--- config.mk ---
export PLATFORM = sky130hd
export DESIGN_NAME = td4_run_ctrl
export DESIGN_NICKNAME = d
export VERILOG_FILES = /design/src/rtl/td4_pkg.sv /design/src/rtl/td4_rate_div.sv /design/src/rtl/td4_run_ctrl.sv
export SDC_FILE = /design/constraint.sdc
export NUM_CORES = 1
export LEC_CHECK = 0
export ABC_CLOCK_PERIOD_IN_PS = 4800
export CAP_MARGIN = 20
export CORE_UTILIZATION = 25
export DETAILED_ROUTE_END_ITERATION = 16
export HOLD_SLACK_MARGIN = 0.1
export PLACE_DENSITY = 0.5
export SLEW_MARGIN = 5
export SYNTH_ARGS = -nofsm -noshare
export SYNTH_HDL_FRONTEND = slang
export SYNTH_SLANG_ARGS = --single-unit
--- constraint.sdc ---
create_clock -name clock -period 4.8 [get_ports clock]
set_input_delay 0.96 -clock clock [delete_from_list [all_inputs] [get_ports clock]]
set_output_delay 0.96 -clock clock [all_outputs]
set_load 0.01 [all_outputs]
--- src/rtl/td4_pkg.sv ---
// Shared TD4 definitions: controller state encoding, program depth and the
// ROM byte layout that the core decodes.
package td4_pkg;
   localparam logic [1:0] ST_HALT   = 2'd0;
   localparam logic [1:0] ST_LOAD   = 2'd1;
   localparam logic [1:0] ST_LDDONE = 2'd2;
   localparam logic [1:0] ST_RUN    = 2'd3;

   localparam int PROG_DEPTH = 16;
   localparam logic [3:0] LAST_ADDR = 4'(PROG_DEPTH - 1);

   // One program byte as the core sees it.
   typedef struct packed {
      logic [3:0] op;
      logic [3:0] imm;
   } td4_insn_t;
endpackage

--- src/rtl/td4_rate_div.sv ---
// Free-run rate divider: counts enabled cycles and flags the cycle in which
// a RUN pulse is due (every DIV enabled cycles), then wraps.
module td4_rate_div #(
   parameter int DIV = 4
) (
   input  logic clock,
   input  logic reset,
   input  logic clr,
   input  logic en,
   output logic due
);
   localparam int W = (DIV > 1) ? $clog2(DIV) : 1;
   localparam logic [W-1:0] LAST = W'(DIV - 1);

   logic [W-1:0] cnt;

   assign due = en && (cnt == LAST);

   // Count enabled cycles; synchronous clear keeps it at 0 outside RUN.
   always_ff @(posedge clock or negedge reset) begin
      if (!reset)      cnt <= '0;
      else if (clr)    cnt <= '0;
      else if (en)     cnt <= (cnt == LAST) ? '0 : cnt + W'(1);
   end
endmodule

--- src/rtl/td4_run_ctrl.sv ---
// TD4 run/load controller: streams the program into the 16x8 ROM, holds the
// core in reset while loading, then meters execution through cpu_en.
module td4_run_ctrl
   import td4_pkg::*;
#(
   parameter int DIV   = 4,
   parameter int CNT_W = 8
) (
   input  logic             clock,
   input  logic             reset,
   input  logic             load_req,
   input  logic             run_req,
   input  logic             step_req,
   input  logic             halt_req,
   input  logic             prog_valid,
   input  logic [7:0]       prog_data,
   output logic             prog_ready,
   output logic             mem_we,
   output logic [3:0]       mem_addr,
   output logic [7:0]       mem_wdata,
   input  logic [3:0]       ip,
   input  logic             bp_en,
   input  logic [3:0]       bp_addr,
   output logic             cpu_en,
   output logic             cpu_rst_n,
   output logic [1:0]       state,
   output logic [CNT_W-1:0] retired
);
   localparam logic [CNT_W-1:0] RET_MAX = {CNT_W{1'b1}};

   logic [1:0] nxt;
   logic [3:0] addr_cnt;
   logic       first_r;   // next RUN pulse is the first since entry
   logic       hs, run_go, step_go, div_en, due, bp_hit, pulse;

   assign hs      = (state == ST_LOAD) && prog_valid && prog_ready && !load_req;
   assign run_go  = (state == ST_HALT) && run_req && !load_req && !halt_req;
   assign step_go = (state == ST_HALT) && step_req && !load_req && !halt_req && !run_req;
   // The divider starts counting in the run_req cycle so DIV=1 pulses at t+1.
   assign div_en  = run_go || (state == ST_RUN);
   assign bp_hit  = bp_en && (ip == bp_addr) && !first_r;
   assign pulse   = step_go ||
                    (due && (run_go ||
                             ((state == ST_RUN) && !load_req && !halt_req && !bp_hit)));

   td4_rate_div #(.DIV(DIV)) u_div (
      .clock (clock),
      .reset (reset),
      .clr   (!div_en),
      .en    (div_en),
      .due   (due)
   );

   // Next-state selection with load > halt > run > step priority.
   always_comb begin
      nxt = state;
      case (state)
         ST_HALT:   if (load_req) nxt = ST_LOAD;
                    else if (!halt_req && run_req) nxt = ST_RUN;
         ST_LOAD:   if (load_req) nxt = ST_LOAD;
                    else if (hs && (addr_cnt == LAST_ADDR)) nxt = ST_LDDONE;
         ST_LDDONE: nxt = ST_HALT;
         ST_RUN:    if (load_req) nxt = ST_LOAD;
                    else if (halt_req || (due && bp_hit)) nxt = ST_HALT;
         default:   nxt = ST_HALT;
      endcase
   end

   // State, handshake/reset outputs and the registered ROM write port.
   always_ff @(posedge clock or negedge reset) begin
      if (!reset) begin
         state      <= ST_HALT;
         prog_ready <= 1'b0;
         cpu_rst_n  <= 1'b0;
         cpu_en     <= 1'b0;
         mem_we     <= 1'b0;
         mem_addr   <= '0;
         mem_wdata  <= '0;
      end else begin
         state      <= nxt;
         prog_ready <= (nxt == ST_LOAD);
         cpu_rst_n  <= (nxt != ST_LOAD) && (nxt != ST_LDDONE);
         cpu_en     <= pulse;
         mem_we     <= hs;
         mem_addr   <= hs ? addr_cnt  : '0;
         mem_wdata  <= hs ? prog_data : '0;
      end
   end

   // Load address: every load_req (re)starts at 0, each accepted byte advances.
   always_ff @(posedge clock or negedge reset) begin
      if (!reset)        addr_cnt <= '0;
      else if (load_req) addr_cnt <= '0;
      else if (hs)       addr_cnt <= addr_cnt + 4'd1;
   end

   // First-pulse flag so a run started on a breakpoint address makes progress.
   always_ff @(posedge clock or negedge reset) begin
      if (!reset)       first_r <= 1'b0;
      else if (run_go)  first_r <= !pulse;
      else if (pulse)   first_r <= 1'b0;
   end

   // Retired-instruction counter: cleared by a completed load, saturating.
   always_ff @(posedge clock or negedge reset) begin
      if (!reset)                             retired <= '0;
      else if (nxt == ST_LDDONE)              retired <= '0;
      else if (pulse && (retired != RET_MAX)) retired <= retired + CNT_W'(1);
   end
endmodule
### Word level (Yosys, flattened, before mapping)

Index checks and enable logic that the tools add are counted.

| storage, ports and cells | value |
|---|---|
| word-level logic and storage cells | 78 |
| output and inout port bits | 26 |
| input bits | 24 |
| register bits | 33 |

| operators by class | value |
|---|---|
| muxes and demuxes | 17 |
| equal/unequal tests | 11 |
| add/subtract/negate cells | 3 |
| reductions and logical operators | 36 |

Operator list:

| cell | count |
|---|---|
| two-way mux 8 bit | 3 |
| logical AND 1 bit | 22 |
| two-way mux 2 bit | 8 |
| two-way mux 4 bit | 3 |
| adder 8 x 1 -> 8 bit, second input constant | 1 |
| equality test 2 bit, second input constant | 4 |
| inequality test 8 bit, second input constant | 1 |
| case mux 2 bit (4 select lines) | 1 |
| logical NOT 1 bit | 6 |
| nonzero test 2 bit | 3 |
| adder 4 x 1 -> 4 bit, second input constant | 1 |
| equality test 2 x 1 -> 1 bit, second input constant | 2 |
| equality test 4 bit | 1 |
| equality test 4 bit, second input constant | 1 |
| logical OR 1 bit | 4 |
| adder 2 x 1 -> 2 bit, second input constant | 1 |
| logical NOT 2 bit | 1 |
| two-way mux 1 bit | 2 |
| inequality test 2 x 1 -> 1 bit, second input constant | 1 |
| inequality test 2 bit, second input constant | 1 |

### Longest topological paths before layout

| logic depth | value |
|---|---|
| depth after elaboration | 13 |
| mapped depth | 9 |
| depth with buffers taken out | 8 |

### By module

A second synthesis with hierarchy kept.

| unflattened totals | value |
|---|---|
| cells, all modules | 141 |
| area total of the unflattened synthesis | 1,540.2 um2 |

Modules (own cells, without submodules):

| module | cells each | times used | sequential area each (um2) | area each (um2) |
|---|---|---|---|---|
| td4_run_ctrl | 132 | 1 | 775.7 | 1,433.9 |
| td4_rate_div | 9 | 1 | 50.0 | 106.4 |

### Least setup slack after synthesis

OpenSTA, ideal clock, no wires.

| timing | value |
|---|---|
| path type | input-to-reg |
| start | input halt_req |
| end | register retired[2] |
| data arrival time | 2.732 ns |
| library setup time | 0.125 ns |
| path buffers | 1 |
| data required time | 4.675 ns |
| stages | 9 |
| path slack | 1.943 ns |
| cells stage by stage | or4b_1 > o21ai_1 > a41o_1 > nand3b_1 > o221ai_1 > ha_1 > buf_1 > nor2b_1 > mux2_2 |

| between the ends | value |
|---|---|
| word-level cells in the longest chain between the ends | 11 |
| elaborated cells on any way between the ends | 23 |
| those cells by class | 1 x eq/ne; 6 x mux; 16 x reduce/logical |

RTL lines:

| what | RTL line | RTL |
|---|---|---|
| from (decl) | td4_run_ctrl.sv:14 | `input logic halt_req,` |
| logical NOT 1 bit | n/a |  |
| logical AND 1 bit | td4_run_ctrl.sv:37 | `assign run_go = (state == ST_HALT) && run_req && !load_req && !halt_req;` |
| logical OR 1 bit | td4_run_ctrl.sv:40 | `assign div_en = run_go \|\| (state == ST_RUN);` |
| logical AND 1 bit | td4_rate_div.sv:17 | `assign due = en && (cnt == LAST);` |
| logical AND 1 bit | td4_run_ctrl.sv:64 | `else if (halt_req \|\| (due && bp_hit)) nxt = ST_HALT;` |
| logical OR 1 bit | td4_run_ctrl.sv:64 |  |
| two-way mux 2 bit | td4_run_ctrl.sv:64 |  |
| two-way mux 2 bit | td4_run_ctrl.sv:63 | `ST_RUN: if (load_req) nxt = ST_LOAD;` |
| case mux 2 bit (4 select lines) | td4_run_ctrl.sv:57 | `case (state)` |
| equality test 2 bit | td4_run_ctrl.sv:107 | `else if (nxt == ST_LDDONE) retired <= '0;` |
| two-way mux 8 bit / nonzero test 2 bit (equally long branches) | n/a |  |
| to (signal assigned) | td4_run_ctrl.sv:108 | `else if (pulse && (retired != RET_MAX)) retired <= retired + CNT_W'(1);` |
| to (decl) | td4_run_ctrl.sv:27 | `output logic [CNT_W-1:0] retired` |

Parallel ways exist; a longest one is shown, timed or not.
A chain may end at the register's enable or synchronous reset.

### Final worst setup path

Ends and elaborated chain as after synthesis.

==> flow_summary_export.csv <==
group,metric,value,unit
status,status,"completed",
grt,grt_start_max_net_pins,34,
synthesis,async_reset_ff_share,100,%
synthesis,synth_area_leader_cell,"dfrtp_1",
setup_path,endpoint_kind,"register",
synthesis,synth_cell_type_count,40,
grt,grt_pass1_vias,1229,
timing,fin_setup_tns,0,ns
timing,clock_skew,0.00525,ns
final_layout,syn_to_final_growth,43.0,%
floorplan,fp-row-count,28,
setup_path,r2r_start,"state[0]",
cts,cts_buffers,5,
routing,dr.first_iter.drc_count,55,
final_layout,final_common_cell,"clkdlybuf4s50_1",
setup_path,required,4.96,ns
timing,hold_slack,0.445,ns
setup_path,critPathKind,"input pin to register",
timing,worst_pin_slew,0.447,ns
cts,cts_tree,"done",
hold_path,min_path_cells,1,
synthesis,ys.warnings.count,0,
synthesis,synth-edff-count,0,
synthesis,synth.top_cell.area_share,54.1,%
synthesis,synth_area_leaders,"dfrtp_1, and2_1, ha_1",
setup_path,r2r_slack,2.33,ns
routing,wl_per_cell,12.4,µm
setup_path,crit_fanout,9,
routing,dr.pass1.iters,4,
synthesis,synth_top_flop_cell,"dfrtp_1",
floorplan,die_area,0.00642,mm²
setup_path,critical_path_arrival,3.37,ns
cts,ctsHoldBuffers,0,
cts,path_clk_slew,0.06,ns
floorplan,core-area,0.00592,mm²
power_and_ir_drop,leakagePower,0.939,nW
final_layout,drive_gt1_share,6.88,%
timing,hold_viol,0,
floorplan,fp.dieH,80.1,µm
routing,postRouteAntennaNets,0,
routing,vias,1219,
timing,report.final.setup_viol,0,
cts,clockRootBuffer,"clkbuf_8",
cts,clockBufferDepth,2,
cts,htree_levels,2,
timing,slew_headroom,70.1,%
timing,rsz0062_at_grt,"false",
hold_path,min_path_type,"register to register",
timing,timing.fmax,311,MHz
routing,drc,0,
timing,finalCritPeriodShare,66.9,%
synthesis,syn_area,0.00153,mm²
floorplan,ioPinCount,50,
synthesis,netlist_instances,137,
placement,hpwl,2450,µm
setup_path,r2r-end,"retired[2]",
final_layout,design_area,0.00218,mm²
power_and_ir_drop,p_per_area,254,mW/mm²
flow_run,drv_cap,0,
synthesis,synth-seq-cells,33,
placement,place_congestion,0.772,
timing,timing.final.crit_period,3.21,ns
final_layout,num_antenna_cells,0,
placement,port_buffers,49,
grt,gr-total-overflow,0,
cts,clock_sinks,33,
setup_path,startpoint_type,"input pin",
synthesis,synth.avg_cell_area,11.1,µm²
final_layout,nets,218,
grt,antenna_found_initial,0,
cts,post_cts_buffers,0,
final_layout,layout_common_cells,"clkdlybuf4s50_1, dfrtp_1, and2_1",
synthesis,synth_nets,166,
grt,grtUsageTotal,11.2,%
power_and_ir_drop,peakVddDrop,0.115,mV
synthesis,synth_seq_area_share,54.1,%
hold_path,min_to,"u_div.cnt[0]",
routing,viasPerCell,4.62,
routing,wl,3280,µm
timing,maxSlewViolCount,0,
hold_path,hold_path.startpoint,"u_div.cnt[0]",
cts,clock_latency,0.28,ns
floorplan,initial_core_util,25.8,%
setup_path,rr_worst_depth,8,
cts,cts_resized,0,
grt,grt_pass1_wl,5360,µm
floorplan,die_w,80.1,µm
placement,placed_cell_area,0.00210,mm²
[cells in the mapped netlist, drive strengths merged (2+ instances only)]
| master | count |
|---|---|
| nand3 | 4 |
| nand4b | 2 |
| inv | 5 |
| or3 | 3 |
| o31ai | 3 |
| nor4b | 2 |
| and2 | 15 |
| nor2 | 6 |
| nor3 | 4 |
| nand2 | 5 |
| nor3b | 3 |
| ha | 5 |
| nand3b | 2 |
| mux2 | 2 |
| o21ai | 6 |
| or4 | 2 |
| xor2 | 5 |
| buf | 4 |
| dfrtp | 33 |
| a21oi | 9 |
[worst max-delay path: stages]
cell	delay, ns
clkdlybuf4s50_1	0.52
or4b_1	0.58
o21ai_1	0.19
a41o_1	0.21
nand3b_1	0.09
o221ai_1	0.09
ha_1	0.37
nor2b_1	0.08
mux2_2	0.26
[state kept, by name, summed over array words and instances (netlist names), 2 cells and up]
register and cells:
retired 8, addr_cnt 4, mem_wdata 8, mem_addr 4, u_div.cnt 2, state 2
[routing by layer]
metal | part of all wire (%) | global-route usage, % | routed length (µm) | up-vias
met3 | 5.3 | 3.86 | 174 | 7
li1 | - | - | - | 595
met5 | 0 | 0 | 0 | -
met2 | 48 | 18.1 | 1590 | 40
met4 | 2.3 | 5.71 | 75 | 0
met1 | 44 | 13.0 | 1440 | 577
[worst max-delay path by stage]
stage / end / slack (ns) / cells after the start / from
global placement: retired[2] / 1.37 / 9 / halt_req
finish: retired[2] / 1.59 / 9 / halt_req
global route: retired[2] / 1.39 / 9 / halt_req
CTS: retired[2] / 1.60 / 9 / halt_req
detailed placement: retired[2] / 1.30 / 9 / halt_req
floorplan: retired[2] / 1.94 / 9 / halt_req
[stage by stage]
| stage | utilization (%) | power [W] | setup slack [ns] | std cells |
|---|---|---|---|---|
| after floorplan | - | 0.000314 | 1.94 | 137 |
| after CTS | 36.9 | 0.000565 | 1.60 | 264 |
| after detailed placement | 35.4 | 0.000355 | 1.30 | 257 |
| after global placement | 35.4 | 0.000354 | 1.37 | 257 |
| final | 36.9 | 0.000555 | 1.59 | 264 |
| after global routing | 36.9 | 0.000583 | 1.39 | 264 |
[area by class of cell]
type,count,area (µm²)
fill,594,3740
sequential,33,826
multi-input combinational,94,659
timing repair buffer,50,498
tap,75,93.8
clock buffer,7,86.3
inverter,5,18.8
[report_power, final]
part / switching, W / leakage (nW) / internal [W]
combinational: 0.0000241 / 0.452 / 0.0000339
clock: 0.0000923 / 0.0443 / 0.000114
sequential: 0.00000498 / 0.442 / 0.000286
[kinds of logic after synthesis]
kind of cell | count (synthesis) | synth area share, %
AOI/OAI and AO/OA | 27 | 11.6
xor gates and xnor gates | 5 | 2.87
adders and majority gates | 5 | 4.10
muxes | 3 | 2.13
DFF | 33 | 54.1
buffers and inverters | 10 | 2.70
and+or+nand+nor | 54 | 22.5
Power figures use the tool's default switching activity.
==> RTL edit 1 (config.mk and constraints unchanged) <==
`DIV` is set to 4 in 2 places; all go to 8.
--- a/src/rtl/td4_rate_div.sv
+++ b/src/rtl/td4_rate_div.sv
@@ -1,7 +1,7 @@
 // Free-run rate divider: counts enabled cycles and flags the cycle in which
 // a RUN pulse is due (every DIV enabled cycles), then wraps.
 module td4_rate_div #(
-   parameter int DIV = 4
+   parameter int DIV = 8
 ) (
    input  logic clock,
    input  logic reset,
--- a/src/rtl/td4_run_ctrl.sv
+++ b/src/rtl/td4_run_ctrl.sv
@@ -3,7 +3,7 @@
 module td4_run_ctrl
    import td4_pkg::*;
 #(
-   parameter int DIV   = 4,
+   parameter int DIV   = 8,
    parameter int CNT_W = 8
 ) (
    input  logic             clock,
Check against the original RTL: not equivalent (Yosys sat finds a counterexample within 10 cycles, from zero or initial values and one cycle with reset low).
==> RTL edit 1 against the original RTL <==
  * Die area up 2.2%
  * Design area up 4.0%
  * Via count up 1.4%
  * Global-route usage up 0.51 points
  * Area after synthesis up 2.2%
  * Setup slack worse by 0.41 ns
  * Synthesized cell count up 1.5%
  * Sequential cell count up 1
  * Combinational power up 5.3%
  * Sequential power up 3%
  * Non-clock buffer count up 1
  * Power up 24%
  * Register-to-register slack worse by 0.27 ns
  * Routed wire length up 4.9%
==> RTL edit 1: results (changes against the original RTL) <==
.. list-table::
   :header-rows: 1

   * - Metric
     - Value
   * - Status
     - completed
   * - Placer Congestion
     - 0.740 (-4.0%)
   * - Total length of routed met3 wires
     - 188 um (+8.0%)
   * - FF-to-FF setup slack
     - 2.06 ns (-0.27 ns)
   * - Signal inverters
     - 7 (+2)
   * - Complex-gate fraction of the synthesized area
     - 11.7% (+0.069 points)
   * - Wire length the detailed router placed on met1
     - 1.53 mm (+6.2%)
   * - Final Non-Filler Cells
     - 267 (+1.1%)
   * - Final core utilization
     - 38.1% (+1.3 points)
   * - Crit path max-delay family
     - compound AO/OA/AOI/OAI gates
   * - Final net count
     - 221 (+1.4%)
   * - Top area cells in the synthesized netlist
     - sky130_fd_sc_hd__dfrtp_1, sky130_fd_sc_hd__ha_1, sky130_fd_sc_hd__and2_1
   * - CP max-delay cell
     - sky130_fd_sc_hd__clkdlybuf4s50_1
   * - Worst hold margin
     - 0.460 ns (+0.0148 ns)
   * - Total placed cells including tap cells
     - 259 (+0.78%)
   * - Syn_nets
     - 169 (+1.8%)
   * - Wire length of the first global-routing pass
     - 5.72 mm (+6.7%)
   * - Fraction of synthesized area in multiplexers
     - 1.28% (-0.85 points)
   * - Synthesized area divided by synthesized cell count
     - 11.2 sq um (+0.74%)
   * - Worst-case reg-to-reg path depth
     - 9 (+1)
   * - Leakage component of the power
     - 0.000981 uW (+4.5%)
   * - Share of the yosys chip area belonging to registers
     - 54.5% (+0.43 points)
   * - Worst vdd rail ir drop
     - 185 uV (+61%)
   * - Seq/total area
     - 37.5% (-0.36 points)
   * - Maximum clock rate
     - 276 MHz (-11%)
   * - Fraction of final layout cells sized beyond drive strength 1
     - 7.29% (+0.41 points)
   * - Largest stage delay, worst path
     - 0.61 ns (+0.03 ns)
   * - Footprint of the multi-input gates
     - 651 sq um (-1.3%)
   * - #MultiIn Comb
     - 92 (-2.1%)
   * - Most instantiated cells after synthesis
     - sky130_fd_sc_hd__dfrtp_1, sky130_fd_sc_hd__and2_1, sky130_fd_sc_hd__nand3_1
   * - Critical path origin
     - load_req
RTL edit 1: cell types whose count changed after synthesis, moves of 3 or more:
| cell | delta |
|---|---|
| sky130_fd_sc_hd__and2_1 | -3 |
| sky130_fd_sc_hd__and3_1 | +4 |
| sky130_fd_sc_hd__nand3_1 | +5 |
| sky130_fd_sc_hd__o21ai_0 | -3 |
| sky130_fd_sc_hd__o41ai_1 | +3 |
| sky130_fd_sc_hd__xnor2_1 | +5 |
| sky130_fd_sc_hd__xor2_1 | -3 |
RTL edit 1: power groups by stage:
stage	logic, uW	clock network, uW	registers (uW)
floorplan	17.8	0	308
global placement	61.2	0	306
detailed placement	62.3	0	306
CTS	62.5	336	301
global route	67.4	343	302
finish	61.1	326	301
==> RTL edit 2 (config.mk and constraints unchanged) <==
Made on the original files. Reset style: synchronous (`reset`), changed in 5 clocked blocks.
--- a/src/rtl/td4_rate_div.sv
+++ b/src/rtl/td4_rate_div.sv
@@ -17,7 +17,7 @@
    assign due = en && (cnt == LAST);
 
    // Count enabled cycles; synchronous clear keeps it at 0 outside RUN.
-   always_ff @(posedge clock or negedge reset) begin
+   always_ff @(posedge clock) begin
       if (!reset)      cnt <= '0;
       else if (clr)    cnt <= '0;
       else if (en)     cnt <= (cnt == LAST) ? '0 : cnt + W'(1);
--- a/src/rtl/td4_run_ctrl.sv
+++ b/src/rtl/td4_run_ctrl.sv
@@ -67,7 +67,7 @@
    end
 
    // State, handshake/reset outputs and the registered ROM write port.
-   always_ff @(posedge clock or negedge reset) begin
+   always_ff @(posedge clock) begin
       if (!reset) begin
          state      <= ST_HALT;
          prog_ready <= 1'b0;
@@ -88,21 +88,21 @@
    end
 
    // Load address: every load_req (re)starts at 0, each accepted byte advances.
-   always_ff @(posedge clock or negedge reset) begin
+   always_ff @(posedge clock) begin
       if (!reset)        addr_cnt <= '0;
       else if (load_req) addr_cnt <= '0;
       else if (hs)       addr_cnt <= addr_cnt + 4'd1;
    end
 
    // First-pulse flag so a run started on a breakpoint address makes progress.
-   always_ff @(posedge clock or negedge reset) begin
+   always_ff @(posedge clock) begin
       if (!reset)       first_r <= 1'b0;
       else if (run_go)  first_r <= !pulse;
       else if (pulse)   first_r <= 1'b0;
    end
 
    // Retired-instruction counter: cleared by a completed load, saturating.
-   always_ff @(posedge clock or negedge reset) begin
+   always_ff @(posedge clock) begin
       if (!reset)                             retired <= '0;
       else if (nxt == ST_LDDONE)              retired <= '0;
       else if (pulse && (retired != RET_MAX)) retired <= retired + CNT_W'(1);
Check against the original RTL: differs if reset is asserted again (counterexample within 4 cycles, from zero or initial values and one cycle with reset low); with reset held inactive, the same outputs for 10 cycles.
==> RTL edit 2 against the original RTL <==
  * Routed wire length decreased by 3.0%
  * Clock skew is 0.0032 ns higher
  * Sequential cell count unchanged
  * Die area fell by 7.8%
  * Setup slack improved by 0.28 ns
  * First-iteration DRC count decreased by 33%
  * Power rose by 1.4%
  * Design area is 5.4% lower
  * Area after synthesis down 8.0%
  * Sequential share of layout area shrank 5.8 points
  * Critical endpoint is now retired[2]$_SDFFE_PP0P_
==> RTL edit 2: results (changes against the original RTL) <==
.. list-table::
   :header-rows: 1

   * - Metric
     - Value
   * - Net Sw Frac
     - 21.9% (+0.061 points)
   * - Most instantiated cells after synthesis
     - sky130_fd_sc_hd__dfxtp_1, sky130_fd_sc_hd__and2_1, sky130_fd_sc_hd__nor2_1
   * - Clock Skew
     - 0.00849 ns (+0.00324 ns)
   * - Final net count
     - 225 (+3.2%)
   * - Share of power burned in registers
     - 49.9% (-2.5 points)
   * - Overall track demand over capacity in global routing
     - 11.7% (+0.59 points)
   * - Largest net degree at the start of global routing
     - 14 (-59%)
   * - Count of filler cells inserted in the layout
     - 534 (-10%)
   * - Worst vdd rail ir drop
     - 102 uV (-11%)
   * - Status
     - completed
   * - Fraction of final layout cells sized beyond drive strength 1
     - 7.11% (+0.23 points)
   * - Portion of the layout cell area used by clock cells
     - 4.91% (+0.95 points)
   * - Number of violations reported at the end of detailed-routing iteration 0
     - 37 (-33%)
   * - Signal inverters
     - 4 (-1)
   * - Placer Congestion
     - 0.722 (-6.4%)
   * - FFs w/ async S/R, synth
     - 0% (-100 points)
   * - Largest stage delay, worst path
     - 0.74 ns (+0.16 ns)
   * - Via Count
     - 1249 (+2.5%)
   * - Maximum fanout along the worst path
     - 7 (-2)
   * - Combinational fraction of design power
     - 9.2% (-1.3 points)
   * - Max-area cell class
     - multi-input combinational cells
   * - Final routed wirelength across all metal layers
     - 3.19 mm (-3.0%)
   * - Leakage component of the power
     - 0.000816 uW (-13%)
   * - Multi-input gate share of the layout cell area
     - 34.4% (+4.1 points)
   * - Arrival time worst endpoint
     - 3.12 ns (-0.25 ns)
   * - Syn_nets
     - 174 (+4.8%)
   * - Worst Tran Pin Value
     - 0.558 ns (+0.111 ns)
   * - #MultiIn Comb
     - 103 (+9.6%)
   * - Share of the yosys chip area belonging to registers
     - 47.0% (-7.1 points)
   * - Top area cells in the synthesized netlist
     - sky130_fd_sc_hd__dfxtp_1, sky130_fd_sc_hd__and2_1, sky130_fd_sc_hd__ha_1
   * - Detail Placement HPWL
     - 2.40 mm (-2.1%)
[RTL edit 2: cell count changes after synthesis, sizes merged, moves of 4 or more]
cell   unedited run  this run
dfrtp            33         0
dfxtp             0        33
and3              1         6
xnor2             0         5
a21oi             9         5
[RTL edit 2: worst paths after layout]
kind,endpoint,from,depth (start not counted),slack [ns]
hold / removal,u_div.cnt[0]$_SDFF_PP0_,u_div.cnt[0]$_SDFF_PP0_,1,0.45
setup reg to reg,retired[3]$_SDFFE_PP0P_,addr_cnt[0]$_SDFFE_PP0P_,10,2.68
hold reg to reg,u_div.cnt[0]$_SDFF_PP0_,u_div.cnt[0]$_SDFF_PP0_,1,0.45
setup / recovery,retired[2]$_SDFFE_PP0P_,load_req,7,1.87
[RTL edit 2: routing by layer]
metal	wire (um)	up-vias	track usage, %
met2	1410	52	18.3
met1	1480	568	13.3
li1	-	622	-
met4	81	0	7.36
met5	0	-	0
met3	223	7	4.76
[RTL edit 2: through the flow]
step / instances / util, % / area, sq um / hold WS (ns) / power, uW
6_report: 267 / 39.2 / 2060 / 0.445 / 563
5_1_grt: 267 / 39.2 / 2060 / 0.461 / 592
4_1_cts: 267 / 39.2 / 2060 / 0.440 / 573
3_5_place_dp: 259 / 37.3 / 1960 / 0.437 / 339
3_3_place_gp: 259 / 37.3 / 1960 / 0.412 / 338
2_1_floorplan: 145 / - / 1410 / 0.405 / 308
[RTL edit 2: logic make-up (layout without fill, tap and decap cells)]
logic type               count (synthesis)  after routing  share of synthesized area, %
buffers and inverters                    9             61                          2.49
AO/OA/AOI/OAI                           24             24                          12.5
adder cells (fa/ha/maj)                  5              5                          4.45
flip-flops                              33             33                          47.0
XOR/XNOR                                 7              7                          4.36
AND/OR/NAND/NOR                         65             65                          27.8
multiplexers                             2              2                          1.42
